[config.mk]
export PLATFORM = sky130hd
export DESIGN_NAME = conv_enc_k7
export DESIGN_NICKNAME = d
export VERILOG_FILES = /design/src/rtl/viterbi_k7_pkg.sv /design/src/rtl/conv_k7_branch.sv /design/src/rtl/conv_enc_k7.sv
export SDC_FILE = /design/constraint.sdc
export NUM_CORES = 1
export LEC_CHECK = 0
export BUFFER_PORTS_ARGS = -buffer_cell sky130_fd_sc_hd__buf_2
export CORE_AREA = 4 4 63 65
export CTS_BUF_LIST = sky130_fd_sc_hd__clkbuf_8
export CTS_CLUSTER_SIZE = 30
export DETAILED_ROUTE_END_ITERATION = 8
export DIE_AREA = 0 0 67 69
export SETUP_SLACK_MARGIN = 0.3
export SLEW_MARGIN = 10
export SYNTH_ARGS = -nofsm -noshare
export SYNTH_HDL_FRONTEND = slang
export SYNTH_SLANG_ARGS = --single-unit
[constraint.sdc]
create_clock -name clk -period 3.1 [get_ports clk]
set_clock_uncertainty 0.15 [all_clocks]
set_input_delay 0.465 -clock clk [delete_from_list [all_inputs] [get_ports clk]]
set_output_delay 0.465 -clock clk [all_outputs]
set_load 0.03 [all_outputs]
[src/rtl/viterbi_k7_pkg.sv]
// Shared constants and types for the K=7 rate-1/2 code (171/133 octal).
// The encoder and the Viterbi decoder blocks both use this package.
package viterbi_k7_pkg;

  localparam int unsigned K          = 7;
  localparam int unsigned STATE_W    = K - 1;
  localparam int unsigned TAIL_LEN   = K - 1;
  localparam int unsigned TAIL_CNT_W = 3;
  localparam int unsigned SYM_W      = 2;

  localparam logic [K-1:0] G0 = 7'o171;
  localparam logic [K-1:0] G1 = 7'o133;

  typedef enum logic [1:0] {
    IDLE = 2'd0,
    ENC  = 2'd1,
    TAIL = 2'd2
  } enc_state_e;

endpackage

[src/rtl/conv_k7_branch.sv]
// Combinational code-symbol generator: window {b, sr} -> {c1, c0}.
// Window MSB is the current input bit; also usable as the decoder's expected-symbol source.
module conv_k7_branch
  import viterbi_k7_pkg::*;
(
  input  logic [K-1:0]     win,
  output logic [SYM_W-1:0] sym_c
);

  assign sym_c = {^(win & G1), ^(win & G0)};

endmodule

[src/rtl/conv_enc_k7.sv]
// Streaming K=7 rate-1/2 convolutional encoder with K-1 zero tail bits per frame.
// Optional rate-2/3 puncture mask generation under macro CONV_PUNCT_EN.
module conv_enc_k7
  import viterbi_k7_pkg::*;
(
  input  logic             clk,
  input  logic             rst_n,
  input  logic             in_valid,
  output logic             in_ready,
  input  logic             in_data,
  input  logic             in_last,
  output logic             out_valid,
  input  logic             out_ready,
  output logic [SYM_W-1:0] out_data,
  output logic [SYM_W-1:0] out_mask,
  output logic             out_last,
  output logic             busy
);

  enc_state_e              state, state_nx;
  logic [STATE_W-1:0]      sr, sr_nx;
  logic [TAIL_CNT_W-1:0]   tail_cnt, tail_nx;
  logic                    out_valid_nx, out_last_nx, busy_nx;
  logic [SYM_W-1:0]        out_data_nx, out_mask_nx;
  logic                    adv, accept, step, step_bit;
  logic [K-1:0]            win;
  logic [SYM_W-1:0]        sym_c;

  // The output register can take a new symbol when empty or being drained.
  assign adv      = !out_valid || out_ready;
  assign in_ready = adv && (state != TAIL);
  assign accept   = in_valid && in_ready;
  assign step_bit = (state == TAIL) ? 1'b0 : in_data;
  assign win      = {step_bit, sr};

  conv_k7_branch u_branch (
    .win   (win),
    .sym_c (sym_c)
  );

`ifdef CONV_PUNCT_EN
  logic sym_odd, sym_odd_nx;
  logic frame_start;

  assign frame_start = (state == IDLE);

  // Parity of the next symbol index within the frame; restarts on each frame's first bit.
  always_comb begin
    sym_odd_nx  = sym_odd;
    out_mask_nx = out_mask;
    if (step) begin
      if (frame_start || !sym_odd) begin
        out_mask_nx = 2'b11;
      end else begin
        out_mask_nx = 2'b01;
      end
      sym_odd_nx = frame_start ? 1'b1 : !sym_odd;
    end
  end

  always_ff @(posedge clk or negedge rst_n) begin
    if (!rst_n) begin
      sym_odd <= 1'b0;
    end else begin
      sym_odd <= sym_odd_nx;
    end
  end
`else
  assign out_mask_nx = 2'b11;
`endif

  // Next-state, shift register and output register update.
  always_comb begin
    state_nx     = state;
    sr_nx        = sr;
    tail_nx      = tail_cnt;
    out_valid_nx = out_valid;
    out_data_nx  = out_data;
    out_last_nx  = out_last;
    step         = 1'b0;

    if (adv) begin
      out_valid_nx = 1'b0;
      out_last_nx  = 1'b0;
    end

    case (state)
      IDLE: begin
        if (accept) begin
          step     = 1'b1;
          tail_nx  = '0;
          state_nx = in_last ? TAIL : ENC;
        end
      end
      ENC: begin
        if (accept) begin
          step = 1'b1;
          if (in_last) begin
            tail_nx  = '0;
            state_nx = TAIL;
          end
        end
      end
      TAIL: begin
        if (adv) begin
          step    = 1'b1;
          tail_nx = tail_cnt + TAIL_CNT_W'(1);
          if (tail_cnt == TAIL_CNT_W'(TAIL_LEN - 1)) begin
            out_last_nx = 1'b1;
            state_nx    = IDLE;
          end
        end
      end
      default: state_nx = IDLE;
    endcase

    if (step) begin
      sr_nx        = {step_bit, sr[STATE_W-1:1]};
      out_valid_nx = 1'b1;
      out_data_nx  = sym_c;
    end

    busy_nx = (state_nx != IDLE);
  end

  always_ff @(posedge clk or negedge rst_n) begin
    if (!rst_n) begin
      state     <= IDLE;
      sr        <= '0;
      tail_cnt  <= '0;
      out_valid <= 1'b0;
      out_data  <= 2'b00;
      out_mask  <= 2'b11;
      out_last  <= 1'b0;
      busy      <= 1'b0;
    end else begin
      state     <= state_nx;
      sr        <= sr_nx;
      tail_cnt  <= tail_nx;
      out_valid <= out_valid_nx;
      out_data  <= out_data_nx;
      out_mask  <= out_mask_nx;
      out_last  <= out_last_nx;
      busy      <= busy_nx;
    end
  end

endmodule

---- Word level (Yosys, flattened, before mapping) ----
Index checks and enable logic that the tools add are counted.
storage, ports and cells
  bits in registers ....................... 16
  logic and storage cells ................. 50
  output and inout bits ................... 8
  bits of input ports ..................... 6
cells by class
  equal/unequal tests ..................... 8
  reductions and logical operators ........ 12
  mux-type cells .......................... 22
  $add $sub $neg .......................... 1
operators with widths
  cell                                                                    number
  7-bit XOR reduction                                                     2
  2-bit two-way mux                                                       6
  3-bit two-way mux                                                       4
  2-bit inequality test (second input constant)                           5
  1-bit two-way mux                                                       9
  3-bit case mux with 3 select lines                                      1
  2-bit case mux with 3 select lines                                      1
  5-bit AND reduction                                                     1
  2-bit nonzero test                                                      2
  3-bit by 1-bit adder with 3-bit output (second input constant)          1
  3-bit equality test (second input constant)                             1
  3-bit nonzero test                                                      1
  2-bit by 1-bit equality test with 1-bit output (second input constant)  1
  2-bit equality test (second input constant)                             1
  1-bit logical AND                                                       2
  2-bit zero test                                                         1
  1-bit case mux with 2 select lines                                      1
  2-bit OR reduction                                                      1
  1-bit zero test                                                         1
  1-bit logical OR                                                        1

---- Logic depth before layout (Yosys ltp) ----
Gate-level depths: netlist of the first run.
  depth after elaboration ................. 7
  depth in mapped cells ................... 5
  mapped depth without buffers ............ 4

---- By module ----
From an unflattened synthesis of the first run, not the netlist that was laid out.
unflattened totals
  cell total of the unflattened synthesis .. 62
  area, all modules ....................... 803.3 µm²
by module, submodules not included
  module          area each (µm²)  cells an instance  instances
  conv_enc_k7     730.7            58                 1
  conv_k7_branch  72.6             4                  1

---- Least setup slack after synthesis of the first run ----
No wires, ideal clock.
  path type ............................... register -> output
  start point ............................. register out_valid
  end point ............................... output port in_ready
  setup slack ............................. 1356 ps
  data required time ...................... 2485 ps
  arrival time ............................ 1129 ps
  stages on the path, launching flop included .. 3
  cell sequence ........................... dfrtp_1 -> nor2b_1 -> nor2_1
on the way
  longest elaborated chain between the ends .. 3
ends and longest elaborated chain
  what                    line                source
  start, declared         conv_enc_k7.sv:12   output logic out_valid,
  start signal, assigned  conv_enc_k7.sv:140  out_valid <= out_valid_nx;
  1-bit zero test         conv_enc_k7.sv:30   assign adv = !out_valid || out_ready;
  1-bit logical OR        conv_enc_k7.sv:30
  1-bit logical AND       conv_enc_k7.sv:31   assign in_ready = adv && (state != TAIL);
  end, declared           conv_enc_k7.sv:9    output logic in_ready,
Every way passes these cells.

---- Final worst setup path of the first run ----
  start point ............................. register state[1]
  end point ............................... output port in_ready
on the way
  longest elaborated chain between the ends .. 2
ends and longest elaborated chain
  what                    line                source
  start, declared         conv_enc_k7.sv:20   enc_state_e state, state_nx;
  start signal, assigned  conv_enc_k7.sv:137  state <= state_nx;
  2-bit inequality test   conv_enc_k7.sv:31
  1-bit logical AND       conv_enc_k7.sv:31
Every way passes these cells.

==> qor.yml, run 1 <==
status:
  run_status: "complete, no violations"
sta:
  finalSetupViolCount: 0
  layout_min_cycle_time_ps: 1909
  layout_worst_path_cycle_share_pct: 61.60
  timing.final.max_slew_violations: 0
  fin_setup_tns_ps: 0
  hold_ws_ps: 303.4
  rsz0062_at_grt: "no"
  achievable-frequency_mhz: 523.7
  timing.final.hold_violations: 0
clocking:
  clk_path_buf_depth: 2
  post-cts-setup-buffers: 0
  root_buffer_cell: "sky130_fd_sc_hd__clkbuf_8"
  worst_setup_hold_path_clk_slew_ps: 60
  ctsResizeCount: 0
  cts.sinks: 16
  maximum_level_of_the_cts_h_tree: 1
  clock_latency_ps: 250
  clock_tree_from_tritoncts: "built"
  cts.hold.buffers_added: 1
  cts-buffers-inserted: 3
worst_setup_path:
  cp-startpoint: "state[1]$_DFF_PN0_"
  timing.critical_path.slowest_cell_delay_ps: 500
  worst_r2r_endpoint: "sr[2]$_DFFE_PN0P_"
  critical_path.startpoint_type: "flip-flop"
  regToRegSetupSlack_ps: 1410
  path_class: "flip-flop to output port"
  critPathCapture: "in_ready"
  timing.critical_path.required_ps: 2480
  cp_slowest_cell: "sky130_fd_sc_hd__dfrtp_1"
  timing.reg2reg.worst_path_depth: 3
  endpoint_kind: "output port"
  cp_cell_sequence: "and2b_4 > nor2_1 > buf_2"
  worstPathArrival_ps: 1290
  worst_r2r_startpoint: "state[1]$_DFF_PN0_"
  crit_path_max_fanout: 9
placed_design:
  numPortBuffers: 11
  gp_routability_congestion: 0.6953
  detailed_place_hpwl_um: 1110
power:
  leakagePower_nw: 0.4552
  power_w: 0.0009931
  vdd_ir_drop_max_v: 0.0002946
  pwr_density_cell_nw_per_um2: 1023
synth:
  synth.top_cells.by_count: "16 x sky130_fd_sc_hd__dfrtp_1, 8 x sky130_fd_sc_hd__nand2_1, 4 x sky130_fd_sc_hd__mux2_2"
  yosysTopAreaCell: "sky130_fd_sc_hd__dfrtp_1"
  synth_area_um2: 815.8
  count_of_warnings_emitted_by_yosys: 0
  synthesis.area_per_instance_um2: 11.65
  ys_dominant_reg_cell: "sky130_fd_sc_hd__dfrtp_1"
  edff_count_synth: 0
  synth_top_cell_area_share_pct: 49.08
  library_cell_with_the_highest_instance_count_after_synthesis: "sky130_fd_sc_hd__dfrtp_1"
  post_synth_num_cell_types: 29
  netlist_top_cells_area: "sky130_fd_sc_hd__dfrtp_1 49%, sky130_fd_sc_hd__mux2_2 5.5%, sky130_fd_sc_hd__xnor3_1 5.5%, sky130_fd_sc_hd__nand2_1 3.7%, sky130_fd_sc_hd__nand2b_4 3.4%"
  synth-async-reset-ratio_pct: 100.0
  ys_seq_area_share_pct: 49.08
  postSynthRegisterBits: 16
  synthCells: 70
finish:
  seqCellArea_um2: 400.4
  layout.filler_cells: 371
  fin_nets: 93
  multi_input_comb_area_um2: 385.4
  post_route_cells_drive_above_1_share_pct: 29.76
  insertedDiodeCount: 0
  area_growth_from_synthesis_to_final_layout_pct: 19.02
die:
  die_width_um: 67
  core_outline_area_um2: 3337
  placementRows: 21
  chipHeight_um: 69
  floorplan.die_area_um2: 4623
  design.portCount: 14
  initial_core_util_pct: 24.45
job:
  max-cap-violations: 0
detailed_routing:
  route.detailed.drc: 0
  routed_wl_um: 1452
  routed_wire_length_per_instance_um: 11.17
  routed_via_density: 4.162
  via_count: 541
  antenna_violating_nets_post_route: 0
  drt_first_iter_violations: 18
  dr.pass1.iters: 3
global_routing:
  antenna_found_initial: 0
  grt_pass1_vias: 517
  grt_first_pass_wirelength_um: 2401
  grt_max_degree: 17
  globalRouteOverflowTotal: 0
  groute.usage.overall_pct: 6.935
min_path:
  min_path_cells: 2
  holdCritPathClass: "primary input to flip-flop"
==> power by group <==
part,internal [W],total (W),switching [W]
Clock,0.000113,0.000183,0.0000702
Sequential,0.000291,0.000359,0.0000685
Combinational,0.000214,0.000451,0.000237
Total,0.000618,0.000993,0.000376
==> kinds of logic after synthesis <==
logic type,share of synthesized area [%]
AND/OR/NAND/NOR,15.65
AO/OA/AOI/OAI,14.42
flip-flops,49.08
buffers and inverters,4.141
XOR/XNOR,7.669
multiplexers,5.521
adder cells (fa/ha/maj),3.067
other,0.4597
==> metrics by stage <==
| step | instances | setup slack (ps) | area [µm²] | util, % |
|---|---|---|---|---|
| 4_1_cts | 130 | 1178 | 970.9 | 29.10 |
| 5_1_grt | 130 | 1106 | 970.9 | 29.10 |
| 2_1_floorplan | 71 | 1356 | 819.5 | - |
| 6_report | 130 | 1191 | 970.9 | 29.10 |
| 3_3_place_gp | 125 | 1359 | 905.9 | 27.15 |
| 3_5_place_dp | 125 | 1326 | 905.9 | 27.15 |
==> layout by cell type, fill, tap and decap left out, drive strengths merged <==
cell          n
a211o         1
a21oi         2
a22o          1
a311oi        1
and2          1
and2b         1
and3          1
buf          11
clkbuf        4
conb          2
dfrtp        16
dlygate4sd3   1
ha            2
inv           2
mux2          4
nand2         8
nand2b        4
nor2          3
nor2b         2
o21ai         7
o22a          1
o22ai         3
o31ai         1
or3           1
xnor2         2
xnor3         2
==> worst min path at each step <==
stage                                          to     from
after floorplan                         async pin    rst_n
after global placement    out_data[1]$_DFFE_PN0P_    rst_n
after detailed placement        sr[1]$_DFFE_PN0P_    rst_n
after CTS                      state[0]$_DFF_PN0_  in_last
after global routing           state[0]$_DFF_PN0_  in_last
final                          state[0]$_DFF_PN0_  in_last
==> layout make-up <==
| type | count | area share, % |
|---|---|---|
| Clock buffer | 4 | 5.670 |
| Inverter | 2 | 0.7732 |
| Multi-Input combinational cell | 50 | 39.69 |
| Sequential cell | 16 | 41.24 |
| Tap cell | 46 | 5.928 |
| Timing Repair Buffer | 12 | 6.701 |
==> flip-flops by register name (all words and copies together) (netlist names), named ones only <==
signal and count:
tail_cnt 3, busy 1, out_data 2, state 2, out_valid 1, sr 6
==> routing by layer <==
layer / vias to the layer above / part of all wire (%) / track usage (%)
met5: - / 0 / 0
met4: 0 / 1.3 / 2.027
met3: 3 / 8.3 / 4.058
met2: 15 / 43 / 9.498
met1: 254 / 47 / 9.091
li1: 269 / - / -
==> worst max-delay path, delay by kind of cell, from the launching register on <==
family	cells	cell delay, ps
flops	1	500
buf+inv	1	200
simple gates	2	340
Note: power is estimated with default switching activity, not from simulation.
==> run 2: changes to the inputs <==
==> constraint.sdc (replaced) <==
create_clock -name clk -period 1.7 [get_ports clk]
set_clock_uncertainty 0.15 [all_clocks]
set_input_delay 0.255 -clock clk [delete_from_list [all_inputs] [get_ports clk]]
set_output_delay 0.255 -clock clk [all_outputs]
set_load 0.03 [all_outputs]
==> run 2 against run 1 <==
  * Combinational power rose to 2.8 times the previous value
  * Non-clock buffer count up 12
  * Register-to-register slack worse by 1200 ps
  * Power up 120%
  * Highest routed layer unchanged
==> qor.yml, run 2 (same netlist as run 1, synthesis figures left out) <==
finish:
  largest_register_ff_count: 6
  layout.cells.most_common_list: "15 x sky130_fd_sc_hd__dfrtp_1, 10 x sky130_fd_sc_hd__buf_2, 9 x sky130_fd_sc_hd__buf_4, 7 x sky130_fd_sc_hd__nand2_1"
  regMostFlops: "sr"
  final_common_cell: "sky130_fd_sc_hd__dfrtp_1"
  multi_input_comb_area_um2: 449.2
  post_route_cells_drive_above_1_share_pct: 46.88
  insertedDiodeCount: 0
  largest_registers: "sr: 6 flops, tail_cnt: 3 flops"
  seqCellArea_um2: 401.6
  fin_nets: 105
  layout.filler_cells: 339
  area_growth_from_synthesis_to_final_layout_pct: 38.96
die:
  design.portCount: 14
  die_width_um: 67
  floorplan.die_area_um2: 4623
  placementRows: 21
  initial_core_util_pct: 24.45
  core_outline_area_um2: 3337
  chipHeight_um: 69
sta:
  fin_setup_tns_ps: 0
  achievable-frequency_mhz: 644.4
  timing.final.hold_violations: 0
  layout_min_cycle_time_ps: 1552
  rsz0062_at_grt: "yes"
  timing.final.max_slew_violations: 0
  finalSetupViolCount: 0
  layout_worst_path_cycle_share_pct: 91.28
  setup_ws_ps: 148.2
status:
  run_status: "complete, no violations"
clocking:
  clock_latency_ps: 250
  cts.sinks: 16
  clk_path_buf_depth: 2
  worst_setup_hold_path_clk_slew_ps: 70
  root_buffer_cell: "sky130_fd_sc_hd__clkbuf_8"
  cts-buffers-inserted: 3
  maximum_level_of_the_cts_h_tree: 1
  clock_tree_from_tritoncts: "built"
global_routing:
  antenna_found_initial: 0
  grt_pass1_vias: 606
  globalRouteOverflowTotal: 0
  grt_first_pass_wirelength_um: 2815
  grt_max_degree: 17
  groute.usage.overall_pct: 7.788
placed_design:
  gp_routability_congestion: 0.8035
  numPortBuffers: 11
  detailed_place_hpwl_um: 1133
  preCtsSetupSlack_ps: 178.2
power:
  vdd_ir_drop_max_v: 0.0006655
  p_sw_w: 0.0008187
  pwr_density_cell_nw_per_um2: 1940
  leakagePower_nw: 0.5572
  netSwitchingFraction_pct: 37.23
  power_w: 0.002199
  p_int_w: 0.001381
  share_comb_of_total_power_pct: 57.7
  share_seq_of_total_power_pct: 29.2
  share_of_total_power_in_the_clock_network_pct: 13.1
min_path:
  min_path_cells: 2
  holdCritPathClass: "primary input to flip-flop"
detailed_routing:
  dr.pass1.iters: 4
  via_count: 614
  routed_wl_um: 1794
  antenna_violating_nets_post_route: 0
  drt_first_iter_violations: 16
  routed_via_density: 4.324
  routed_wire_length_per_instance_um: 12.63
  route.detailed.drc: 0
worst_setup_path:
  path_class: "flip-flop to output port"
  crit_path_max_fanout: 3
  worstPathArrival_ps: 1150
  timing.critical_path.required_ps: 1290
  timing.reg2reg.worst_path_depth: 5
  regToRegSetupSlack_ps: 190
  critical_path.startpoint_type: "flip-flop"
  cp_cell_sequence: "and2b_4 > nor2_4 > buf_6"
  cp_slowest_cell: "sky130_fd_sc_hd__dfrtp_1"
  endpoint_kind: "output port"
  timing.critical_path.slowest_cell_delay_ps: 400
job:
  max-cap-violations: 0
-- run 2: cell types whose count changed in the layout (fill, tap and decap cells not counted), moves of 2 or more --
cell	change
sky130_fd_sc_hd__buf_4	+9
sky130_fd_sc_hd__mux2_2	-4
sky130_fd_sc_hd__nor2b_4	+2
sky130_fd_sc_hd__mux2_4	+4
sky130_fd_sc_hd__o21ai_0	-2
sky130_fd_sc_hd__buf_6	+4
sky130_fd_sc_hd__xnor2_1	-2
sky130_fd_sc_hd__xnor2_2	+2
-- run 2: final cells by class --
| class | count | share of cell area (%) |
|---|---|---|
| clock inverters | 1 | 0.3311 |
| multi-input cells | 50 | 39.62 |
| clock buffers | 3 | 3.642 |
| inverters | 2 | 0.6623 |
| flip-flops and latches | 16 | 35.43 |
| repair buffers | 24 | 15.23 |
| well taps | 46 | 5.077 |
-- run 2: per-stage QoR --
| step | utilization [%] | hold WS (ps) | cells | cell area (µm²) |
|---|---|---|---|---|
| final | 33.97 | 89.13 | 142 | 1134 |
| after global routing | 33.97 | 104.1 | 142 | 1134 |
| after CTS | 32.36 | 86.06 | 140 | 1080 |
| after detailed placement | 27.48 | 43.10 | 126 | 917.1 |
| after global placement | 27.48 | 32.61 | 126 | 917.1 |
| after floorplan | - | -190.6 | 71 | 823.3 |
-- run 2: routing by layer --
| metal | vias to the layer above | routed length (µm) | GRT usage [%] |
|---|---|---|---|
| met5 | - | 0 | 0 |
| met4 | 0 | 28 | 1.351 |
| met3 | 6 | 112 | 2.597 |
| met2 | 21 | 918 | 12.55 |
| met1 | 295 | 735 | 10.10 |
| li1 | 292 | - | - |
-- run 2: power by group through the flow --
stage / logic, W / clock network [W] / registers [W]
finish: 0.00127 / 0.000288 / 0.000642
global route: 0.00137 / 0.000312 / 0.000660
CTS: 0.00118 / 0.000294 / 0.000629
detailed placement: 0.000889 / 0 / 0.000639
global placement: 0.000854 / 0 / 0.000635
floorplan: 0.000622 / 0 / 0.000712
-- run 2: path summary, 6_finish.rpt --
check | from | endpoint
max | state[0]$_DFF_PN0_ | in_ready
min | in_last | state[0]$_DFF_PN0_
max reg2reg | state[0]$_DFF_PN0_ | out_data[0]$_DFFE_PN0P_
min reg2reg | out_data[0]$_DFFE_PN0P_ | out_data[0]$_DFFE_PN0P_
max in group asynchronous | rst_n | out_valid$_DFFE_PN0P_
min in group asynchronous | rst_n | sr[4]$_DFFE_PN0P_
-- run 2: what timing repair did --
| action | 4_1_cts | 5_1_grt |
|---|---|---|
| pin swaps | 6 | 7 |
| setup endpoints to repair | 8 | 12 |
| hold endpoints to repair | 16 | 0 |
| hold buffers | 1 | 0 |
| resized for setup | 9 | 12 |
| buffers inserted | 9 | 2 |
-- run 2: critical path, delay by kind of cell (launching register included) --
kind,cells,cell delay (ps)
DFF,1,400
buffers and inverters,1,130
and+or+nand+nor,2,360
==> run 3: changes to the inputs <==
--- a/config.mk
+++ b/config.mk
@@ -6,11 +6,11 @@
 export NUM_CORES = 1
 export LEC_CHECK = 0
 export BUFFER_PORTS_ARGS = -buffer_cell sky130_fd_sc_hd__buf_2
-export CORE_AREA = 4 4 63 65
-export CTS_BUF_LIST = sky130_fd_sc_hd__clkbuf_8
+export CORE_AREA = 2 2 61 63
+export CTS_BUF_LIST = sky130_fd_sc_hd__clkbuf_4 sky130_fd_sc_hd__clkbuf_8
 export CTS_CLUSTER_SIZE = 30
 export DETAILED_ROUTE_END_ITERATION = 8
-export DIE_AREA = 0 0 67 69
+export DIE_AREA = 0 0 63 65
 export SETUP_SLACK_MARGIN = 0.3
 export SLEW_MARGIN = 10
 export SYNTH_ARGS = -nofsm -noshare
==> run 3 against run 2 <==
  * Count of clock-buffer cells in the layout up 1
  * Via count down 8.0%
  * Final cell count is 3.5% lower
  * Global-route usage grew 0.65 points
  * Utilization fell by 3.9 points
  * Largest cell class unchanged
==> qor.yml, run 3 (same netlist as run 1, synthesis figures left out) <==
worst_setup_path:
  path_class: "flip-flop to flip-flop"
  crit_path_max_fanout: 5
  worst_r2r_startpoint: "state[1]$_DFF_PN0_"
  worstPathArrival_ps: 1570
  cp_slowest_cell: "sky130_fd_sc_hd__dfrtp_2"
  timing.reg2reg.worst_path_depth: 4
  cp_cell_sequence: "and2b_4 > buf_4 > o21ai_4 > mux2_2"
  regToRegSetupSlack_ps: 160
  endpoint_kind: "flip-flop"
  worst_r2r_endpoint: "sr[3]$_DFFE_PN0P_"
  cp.buffers_inverters: 1
  timing.critical_path.required_ps: 1730
  critical_path.startpoint_type: "flip-flop"
  timing.critical_path.slowest_cell_delay_ps: 420
  critical-path-top-delay-family: "flip-flops"
placed_design:
  preCtsSetupSlack_ps: 159.4
  gp_routability_congestion: 0.7662
  numPortBuffers: 11
  detailed_place_hpwl_um: 1085
clocking:
  cts.sinks: 16
  root_buffer_cell: "sky130_fd_sc_hd__clkbuf_4"
  worst_setup_hold_path_clk_slew_ps: 90
  clock_tree_from_tritoncts: "built"
  clock_latency_ps: 280
  maximum_level_of_the_cts_h_tree: 1
  cts-buffers-inserted: 3
  clk_path_buf_depth: 2
finish:
  final_common_cell: "sky130_fd_sc_hd__dfrtp_1"
  layout.cells.most_common_list: "14 x sky130_fd_sc_hd__dfrtp_1, 10 x sky130_fd_sc_hd__buf_2, 8 x sky130_fd_sc_hd__nand2_1, 5 x sky130_fd_sc_hd__buf_4"
  area_growth_from_synthesis_to_final_layout_pct: 28.99
  fin_nets: 98
  post_route_cells_drive_above_1_share_pct: 43.82
  regMostFlops: "sr"
  largest_register_ff_count: 6
  largest_registers: "sr: 6 flops, tail_cnt: 3 flops"
  layout.core_utilization_pct: 30.10
  layout.filler_cells: 363
  multi_input_comb_area_um2: 436.7
  insertedDiodeCount: 0
  seqCellArea_um2: 402.9
global_routing:
  grt_first_pass_wirelength_um: 2753
  grt_max_degree: 17
  grt_pass1_vias: 606
  groute.usage.overall_pct: 8.442
  globalRouteOverflowTotal: 0
  antenna_found_initial: 0
sta:
  hold_ws_ps: 49.90
  timing.final.hold_violations: 0
  finalSetupViolCount: 0
  rsz0062_at_grt: "yes"
  fin_setup_tns_ps: 0
  layout_worst_path_cycle_share_pct: 90.82
  layout_min_cycle_time_ps: 1544
  achievable-frequency_mhz: 647.7
  timing.final.max_slew_violations: 0
  setup_ws_ps: 156.1
die:
  chipHeight_um: 65
  placementRows: 22
  die_width_um: 63
  core_outline_area_um2: 3496
  design.portCount: 14
  floorplan.die_area_um2: 4095
  initial_core_util_pct: 23.34
min_path:
  holdCritPathClass: "primary input to flip-flop"
  hold_sp: "in_last"
  holdPathEnd: "state[0]$_DFF_PN0_"
  min_path_cells: 2
power:
  share_of_total_power_in_the_clock_network_pct: 12.8
  netSwitchingFraction_pct: 38.03
  power_w: 0.001972
  vdd_ir_drop_max_v: 0.0004913
  share_seq_of_total_power_pct: 32.4
  p_int_w: 0.001222
  p_sw_w: 0.0007502
  leakagePower_nw: 0.4967
  share_comb_of_total_power_pct: 54.8
  pwr_density_cell_nw_per_um2: 1874
detailed_routing:
  routed_wl_um: 1541
  drt_first_iter_violations: 22
  via_count: 565
  antenna_violating_nets_post_route: 0
  routed_wire_length_per_instance_um: 11.25
  dr.pass1.iters: 4
  route.detailed.drc: 0
  routed_via_density: 4.124
status:
  run_status: "complete, no violations"
job:
  max-cap-violations: 0
-- run 3: cell types whose count changed in the layout (fill, tap and decap cells not counted), moves of 2 or more --
| cell | delta |
|---|---|
| sky130_fd_sc_hd__buf_4 | -4 |
| sky130_fd_sc_hd__buf_6 | -3 |
| sky130_fd_sc_hd__clkbuf_4 | +3 |
| sky130_fd_sc_hd__mux2_2 | +3 |
| sky130_fd_sc_hd__mux2_4 | -3 |
| sky130_fd_sc_hd__clkbuf_8 | -2 |
-- run 3: worst max-delay path by stage --
stage                        from           endpoint  slack, ps  cells past startpoint
6_report       state[1]$_DFF_PN0_  sr[3]$_DFFE_PN0P_        160                      4
5_1_grt        state[0]$_DFF_PN0_           in_ready        100                      3
4_1_cts        state[0]$_DFF_PN0_           in_ready        150                      3
3_5_place_dp   state[1]$_DFF_PN0_  sr[3]$_DFFE_PN0P_        160                      3
3_3_place_gp   state[1]$_DFF_PN0_  sr[2]$_DFFE_PN0P_        190                      3
2_1_floorplan  state[1]$_DFF_PN0_  sr[0]$_DFFE_PN0P_        190                      4
-- run 3: worst register-to-register path: cells and delay by family (launching register included) --
| family | cells | cell delay (ps) |
|---|---|---|
| buf+inv | 1 | 150 |
| flops | 1 | 420 |
| mux | 1 | 350 |
| simple gates | 1 | 180 |
| compound gates | 1 | 190 |
-- run 3: repair_timing --
action,CTS,global route
buffers inserted,4,0
endpoints found under the setup margin,11,12
pin swaps,4,3
hold buffers,1,0
gates resized for setup,8,5
cloned,0,0
hold endpoints to repair,16,0
-- run 3: final cells by class --
type | count | area share [%]
multi-input cells | 50 | 41.50
flip-flops and latches | 16 | 38.29
repair buffers | 17 | 10.34
well taps | 48 | 5.707
clock buffers | 4 | 3.448
inverters | 2 | 0.7134
-- run 3: per-stage QoR --
step | cells | area, µm²
2_1_floorplan | 71 | 823.3
3_3_place_gp | 128 | 919.6
3_5_place_dp | 128 | 919.6
4_1_cts | 137 | 1020
5_1_grt | 137 | 1052
6_report | 137 | 1052
-- run 3: layer usage --
| metal | routed length, µm | up-vias | track usage (%) | share of wire [%] |
|---|---|---|---|---|
| li1 | - | 279 | - | - |
| met1 | 704 | 276 | 10.33 | 46 |
| met2 | 754 | 10 | 14.49 | 49 |
| met3 | 82 | 0 | 3.299 | 5.3 |
| met4 | 0 | 0 | 0.8333 | 0 |
| met5 | 0 | - | 0 | 0 |
-- run 3: power groups by stage --
stage	Clock [W]	Combinational (W)	Sequential, W
finish	0.000253	0.00108	0.000639
global route	0.000288	0.00119	0.000661
CTS	0.000259	0.00100	0.000631
detailed placement	0	0.000851	0.000665
global placement	0	0.000832	0.000656
floorplan	0	0.000622	0.000712
